==> config.mk <==
export PLATFORM = sky130hd
export DESIGN_NAME = elevator_controller
export DESIGN_NICKNAME = d
export VERILOG_FILES = /design/src/rtl/elevator_pkg.sv /design/src/rtl/elevator_controller_floor_request_latch.sv /design/src/rtl/elevator_controller.sv
export SDC_FILE = /design/constraint.sdc
export NUM_CORES = 1
export LEC_CHECK = 0
export CAP_MARGIN = 20
export CORE_ASPECT_RATIO = 1.5
export CORE_MARGIN = 10
export CORE_UTILIZATION = 25
export CTS_CLUSTER_DIAMETER = 150
export DETAILED_ROUTE_END_ITERATION = 8
export DONT_BUFFER_PORTS = 1
export PLACE_DENSITY_LB_ADDON = 0.25
export SYNTH_ARGS = -nofsm -noshare
export SYNTH_HDL_FRONTEND = slang
export SYNTH_HIERARCHICAL = 1
export SYNTH_SLANG_ARGS = --single-unit
==> constraint.sdc <==
create_clock -name clk -period 3 [get_ports clk]
set_input_delay 0.45 -clock clk [delete_from_list [all_inputs] [get_ports clk]]
set_output_delay 0.45 -clock clk [all_outputs]
set_load 0.05 [all_outputs]
==> src/rtl/elevator_pkg.sv <==
// Shared types and helpers for the three-floor elevator controller.
package elevator_pkg;

   typedef enum logic [1:0] {
      IDLE,
      MOVING,
      DOOR_OPEN,
      EMERGENCY
   } state_t;

   typedef enum logic {
      UP   = 1'b0,
      DOWN = 1'b1
   } dir_t;

   localparam logic [1:0] FLOOR_1 = 2'd0;
   localparam logic [1:0] FLOOR_2 = 2'd1;
   localparam logic [1:0] FLOOR_3 = 2'd2;

   function automatic logic [2:0] floor_mask(
      input logic [1:0] f
   );
      floor_mask = 3'b001 << f;
   endfunction

   // Any pending request strictly past floor f when travelling in d.
   function automatic logic req_beyond(
      input logic [2:0] p,
      input logic [1:0] f,
      input dir_t       d
   );
      logic r;
      r = 1'b0;
      for (int i = 0; i < 3; i++) begin
         if (p[i]) begin
            if (d == UP && 2'(i) > f) r = 1'b1;
            if (d == DOWN && 2'(i) < f) r = 1'b1;
         end
      end
      req_beyond = r;
   endfunction

endpackage

==> src/rtl/elevator_controller_floor_request_latch.sv <==
// Sticky per-floor request bits; a clear of the same bit wins over a set.
module floor_request_latch (
   input  logic       clk,
   input  logic       rst_n,
   input  logic [2:0] set_req,
   input  logic [1:0] clr_idx,
   input  logic       clr_en,
   input  logic       clr_all,
   input  logic       ignore_req,
   output logic [2:0] pending
);
   import elevator_pkg::*;

   logic [2:0] clr_mask;
   logic [2:0] pending_nx;

   always_comb begin
      clr_mask   = clr_en ? floor_mask(clr_idx) : 3'b000;
      pending_nx = pending;
      if (!ignore_req) pending_nx = pending_nx | set_req;
      pending_nx = pending_nx & ~clr_mask;
      if (clr_all) pending_nx = 3'b000;
   end

   always_ff @(posedge clk or negedge rst_n) begin
      if (!rst_n) pending <= 3'b000;
      else        pending <= pending_nx;
   end

endmodule

==> src/rtl/elevator_controller.sv <==
// Three-floor car scheduler: request latching, travel and door timing,
// overload hold and SOS emergency, with fully registered panel LEDs.
module elevator_controller #(
   parameter int unsigned MOVE_TICKS = 3,
   parameter int unsigned DOOR_TICKS = 5
) (
   input  logic clk,
   input  logic rst_n,
   input  logic sos_button,
   input  logic weight_sensor,
   input  logic st_floor_button,
   input  logic nd_floor_button,
   input  logic rd_floor_button,
   output logic sos_led,
   output logic weight_led,
   output logic emergency_led,
   output logic st_floor_led,
   output logic nd_floor_led,
   output logic rd_floor_led,
   output logic door_status_led
);
   import elevator_pkg::*;

   localparam logic [7:0] MOVE_LAST = 8'(MOVE_TICKS - 1);
   localparam logic [7:0] DOOR_LAST = 8'(DOOR_TICKS - 1);

   state_t     state, state_nx;
   dir_t       dir, dir_nx;
   logic [1:0] floor, floor_nx, step_floor;
   logic [7:0] cnt, cnt_nx;
   logic       sos_d, sos_rise, can_step;
   logic [2:0] pending, buttons, set_req;
   logic [1:0] clr_idx;
   logic       clr_en, clr_all, ignore_req;

   assign buttons  = {rd_floor_button, nd_floor_button,
                      st_floor_button};
   assign sos_rise = sos_led & ~sos_d;

   floor_request_latch u_latch (
      .clk        (clk),
      .rst_n      (rst_n),
      .set_req    (set_req),
      .clr_idx    (clr_idx),
      .clr_en     (clr_en),
      .clr_all    (clr_all),
      .ignore_req (ignore_req),
      .pending    (pending)
   );

   always_comb begin
      state_nx   = state;
      dir_nx     = dir;
      floor_nx   = floor;
      cnt_nx     = cnt;
      clr_idx    = floor;
      clr_en     = 1'b0;
      clr_all    = 1'b0;
      ignore_req = (state == EMERGENCY);
      set_req    = buttons;
      if (state == DOOR_OPEN)
         set_req = buttons & ~floor_mask(floor);
      step_floor = (dir == UP) ? floor + 2'd1 : floor - 2'd1;
      can_step   = (dir == UP) ? (floor != FLOOR_3)
                               : (floor != FLOOR_1);
      if (sos_rise && state != EMERGENCY) begin
         state_nx = EMERGENCY;
         cnt_nx   = 8'd0;
         clr_all  = 1'b1;
      end else begin
         unique case (state)
            IDLE: begin
               if (pending[floor]) begin
                  state_nx = DOOR_OPEN;
                  clr_en   = 1'b1;
                  cnt_nx   = 8'd0;
               end else if (req_beyond(pending, floor, dir)) begin
                  state_nx = MOVING;
                  cnt_nx   = 8'd0;
               end else if (req_beyond(pending, floor,
                                       dir == UP ? DOWN : UP)) begin
                  dir_nx   = (dir == UP) ? DOWN : UP;
                  state_nx = MOVING;
                  cnt_nx   = 8'd0;
               end
            end
            MOVING: begin
               cnt_nx = cnt + 8'd1;
               if (cnt >= MOVE_LAST) begin
                  cnt_nx = 8'd0;
                  if (!can_step) begin
                     state_nx = IDLE;
                  end else begin
                     floor_nx = step_floor;
                     clr_idx  = step_floor;
                     if (pending[step_floor]) begin
                        state_nx = DOOR_OPEN;
                        clr_en   = 1'b1;
                     end else if (!req_beyond(pending, step_floor,
                                              dir)) begin
                        state_nx = IDLE;
                     end
                  end
               end
            end
            DOOR_OPEN: begin
               cnt_nx = cnt + 8'd1;
               if (buttons[floor]) begin
                  cnt_nx = 8'd0;
               end else if (cnt >= DOOR_LAST) begin
                  cnt_nx = 8'd0;
                  if (!weight_sensor) state_nx = IDLE;
               end
            end
            EMERGENCY: begin
               cnt_nx = 8'd0;
               if (sos_rise) state_nx = DOOR_OPEN;
            end
            default: state_nx = IDLE;
         endcase
      end
   end

   // LEDs are computed from next-state so they change on the same edge.
   always_ff @(posedge clk or negedge rst_n) begin
      if (!rst_n) begin
         state           <= IDLE;
         dir             <= UP;
         floor           <= FLOOR_1;
         cnt             <= 8'd0;
         sos_d           <= 1'b0;
         sos_led         <= 1'b0;
         weight_led      <= 1'b0;
         emergency_led   <= 1'b0;
         st_floor_led    <= 1'b1;
         nd_floor_led    <= 1'b0;
         rd_floor_led    <= 1'b0;
         door_status_led <= 1'b0;
      end else begin
         state           <= state_nx;
         dir             <= dir_nx;
         floor           <= floor_nx;
         cnt             <= cnt_nx;
         sos_d           <= sos_led;
         sos_led         <= sos_button;
         weight_led      <= (state_nx == DOOR_OPEN) & weight_sensor;
         emergency_led   <= (state_nx == EMERGENCY);
         {rd_floor_led, nd_floor_led, st_floor_led}
                         <= floor_mask(floor_nx);
         door_status_led <= (state_nx == DOOR_OPEN) ||
                            (state_nx == EMERGENCY);
      end
   end

endmodule

==> summary.md <==
| Metric | Value |
|---|---|
| CTS resizes | 0 |
| Die Wd | 83.3 um |
| Die Footprint | 0.00956 mm2 |
| Most frequent CP cell | inv_1 |
| Worst setup path endpoint | u_latch/pending[0] |
| Cell Area, Synth | 0.00150 mm2 |
| Max_cap viols | 0 |
| Seq. cell area | 602 um2 |
| Final hold viol count | 0 |
| Synthesis warning total | 6 |
| N_diodes | 0 |
| #FFs+latches synth | 24 |
| Row Count | 34 |
| Initial Utilization | 0.257 |
| Worst R2R End | u_latch/pending[0] |
| Syn Nets | 170 |
| CP Cell Sequence | inv_1 > ha_1 > mux2i_1 > nand2_1 > a21oi_2 > nand2_2 > xnor2_1 > inv_1 > a221oi_2 |
| EDFF count, synth | 0 |
| Filler Cells Inserted | 610 |
| TritonRoute pass-1 iters | 3 |
| Slew headroom | 0.551 |
| Final wirelength | 3520 um |
| Postcts setup bufs | 0 |
| Critical R2R Launch | floor[1] |
| Worst-path fanout max | 9 |
| Port bufs | 0 |
| Adder-cell share of the synthesized area | 0.0917 |
| Wire per inst | 15.3 um |
| Final Cycle Share | 0.837 |
| Post-synthesis mux area share | 0.0417 |
| Mapped Cells | 152 |
| Worst EP required | 3.19 ns |
| CP Buf/Inv Count | 2 |
| Die height | 115 um |
| Met2 usage | 0.132 |
| Compound-Gate Fraction of Synth Area | 0.188 |
| Worst slew pin tran | 0.669 ns |
| DR vias | 1081 |
| Critical Setup Path Class | reg2reg |
| TritonCTS clock tree | yes |
| Yosys top cell area share | 0.384 |
| Max Transition Viols Final | 0 |
| Iter 0 DRT Violations | 71 |
| Total negative slack | 0 ns |
| GRT met3 Usage | 0.0191 |
| Core Region | 0.00583 mm2 |
| Kind of cell adding the most delay to the critical path | XOR/XNOR gates |
| Area grow syn2layout | 12.3% |
| Commonest cells post-synth | dfrtp_1, inv_1, nand2_1, ha_1, nor2_1 |
| Final min period | 2.51 ns |
| Yosys top cell by area | dfrtp_1 |
| Hold_ws | 0.193 ns |
| Largest family of logic cells by synthesized area | simple AND/OR/NAND/NOR gates |
| Critical Path End Type | flop |
| Final #Nets | 177 |
| Worst-Skew Late Latency | 0.28 ns |
| Hold Crit Class | in2reg |
| CTS buffer count | 3 |
| Seq/Total Area, Yosys | 0.401 |
| Reg2reg setup slack | 0.49 ns |
| Critical Path AT | 2.70 ns |
| Hold Buf Count CTS | 1 |
| Largest net degree at the start of global routing | 24 |
| Synth Area in Simple Gates | 0.216 |
| Multi-input logic area | 823 um2 |
| Vias in the first global route | 1159 |
| First-pass GRT wire length | 6060 um |
| Fmax achieved | 398 MHz |
| Root buf cell | clkbuf_8 |
| Total GRT Usage | 0.0778 |
| Worst vdd ir | 0.263 mV |
| Most frequent cell after synthesis | dfrtp_1 |
| Hpwl dp | 2660 um |
| Max stage delay on crit path | 0.56 ns |
| Via density | 4.70 |
| Initial antenna violation count | 0 |
| Count of cell types in the netlist | 47 |
| Crit path launch type | flop |
| Post-route ant nets | 0 |
| Worst setup startpoint | floor[1] |
| Clk buf depth | 2 |
| Layout cells sized above 1 | 0.158 |
| Met1 Use GR | 0.0819 |
| Run status | finished, final reports clean |
| RSZ-0062 raised after global routing | no |
| Clock-pin slew on the worst setup and hold paths | 0.09 ns |
| Dominant synthesized flop cell | dfrtp_1 |
| Post-synth ARST share | 1.00 |
| Most used routing layer | met2 |
| H-tree levels | 1 |
| Worst reg2reg path depth | 9 |
| Pleak | 0.000744 uW |
| Pwr/cell area | 965 mW/mm2 |
| # DRC | 0 |
| Synth Area per Inst | 9.87 um2 |
| Slowest-stage cell, CP | xnor2_1 |
| I/O pin count | 14 |
| Setup violators final | 0 |
| Xor/xnor share of the synthesized area | 0.0117 |
| Clock tree sinks | 24 |
| Grt ovf | 0 |
| Critical path depth | 9 |
| Top post-synthesis cells by area | dfrtp_1, ha_1, a221oi_2, inv_1, nand2_1 |
| RD Place Congestion | 0.838 |
| Final setup skew | 0.00330 ns |
[cells by family (layout without fill, tap and decap cells)]
kind of cell	count (synthesis)	count (layout)
buffers and inverters	17	23
multiplexers	6	6
XOR/XNOR	2	2
flip-flops	24	24
AO/OA/AOI/OAI	35	35
adder cells (fa/ha/maj)	11	11
AND/OR/NAND/NOR	57	57
[stage by stage]
step	total power, uW	setup slack (ns)	util	instances	cell area, um2
3_5_place_dp	1400	0.515	0.272	223	1580
4_1_cts	1640	0.482	0.283	228	1650
3_3_place_gp	1400	0.568	0.272	223	1580
6_report	1630	0.488	0.289	230	1690
2_1_floorplan	1210	0.818	-	152	1500
5_1_grt	1770	0.170	0.289	230	1690
[registers in the layout, indices dropped and copies added (netlist names), 2 cells and up]
| signal | count |
|---|---|
| floor | 2 |
| cnt | 8 |
| u_latch/pending | 3 |
| state | 2 |
[report_power, final]
group	switching, uW	internal, uW	total (uW)
sequential	204	409	613
clock	113	118	231
combinational	454	328	782
[worst min-delay path by stage]
stage          cells after the start            to  startpoint  slack, ns
2_1_floorplan                      0        cnt[0]       rst_n       0.15
3_3_place_gp                       0        cnt[7]       rst_n       0.16
3_5_place_dp                       0        cnt[7]       rst_n       0.16
4_1_cts                            0  st_floor_led       rst_n      0.001
5_1_grt                            0       sos_led  sos_button       0.18
6_report                           0       sos_led  sos_button       0.19
[cell usage in the layout, fill, tap and decap left out, drive strengths merged, types with 2 or more instances in the layout]
| cell | instances |
|---|---|
| a21boi | 3 |
| a21oi | 8 |
| a221oi | 5 |
| a22o | 2 |
| a31oi | 2 |
| and2 | 2 |
| and3 | 2 |
| buf | 3 |
| clkbuf | 4 |
| dfrtp | 23 |
| dlygate4sd3 | 2 |
| ha | 11 |
| inv | 14 |
| mux2 | 2 |
| mux2i | 4 |
| nand2 | 15 |
| nand2b | 4 |
| nand3 | 4 |
| nor2 | 12 |
| nor2b | 7 |
| nor3b | 2 |
| o21a | 2 |
| o21ai | 6 |
| or2 | 3 |
[routing by layer]
metal	vias to the layer above	routed length, um
li1	538	-
met1	521	1440
met2	15	1830
met3	7	150
met4	0	103
met5	-	0
[layout make-up]
type                       count  area share
sequential                    24       0.357
inverter                      14      0.0312
multi-input combinational    111       0.488
clock buffer                   4      0.0327
timing repair buffer           5      0.0371
tap                           72      0.0535
(Power assumes the default switching activity.)
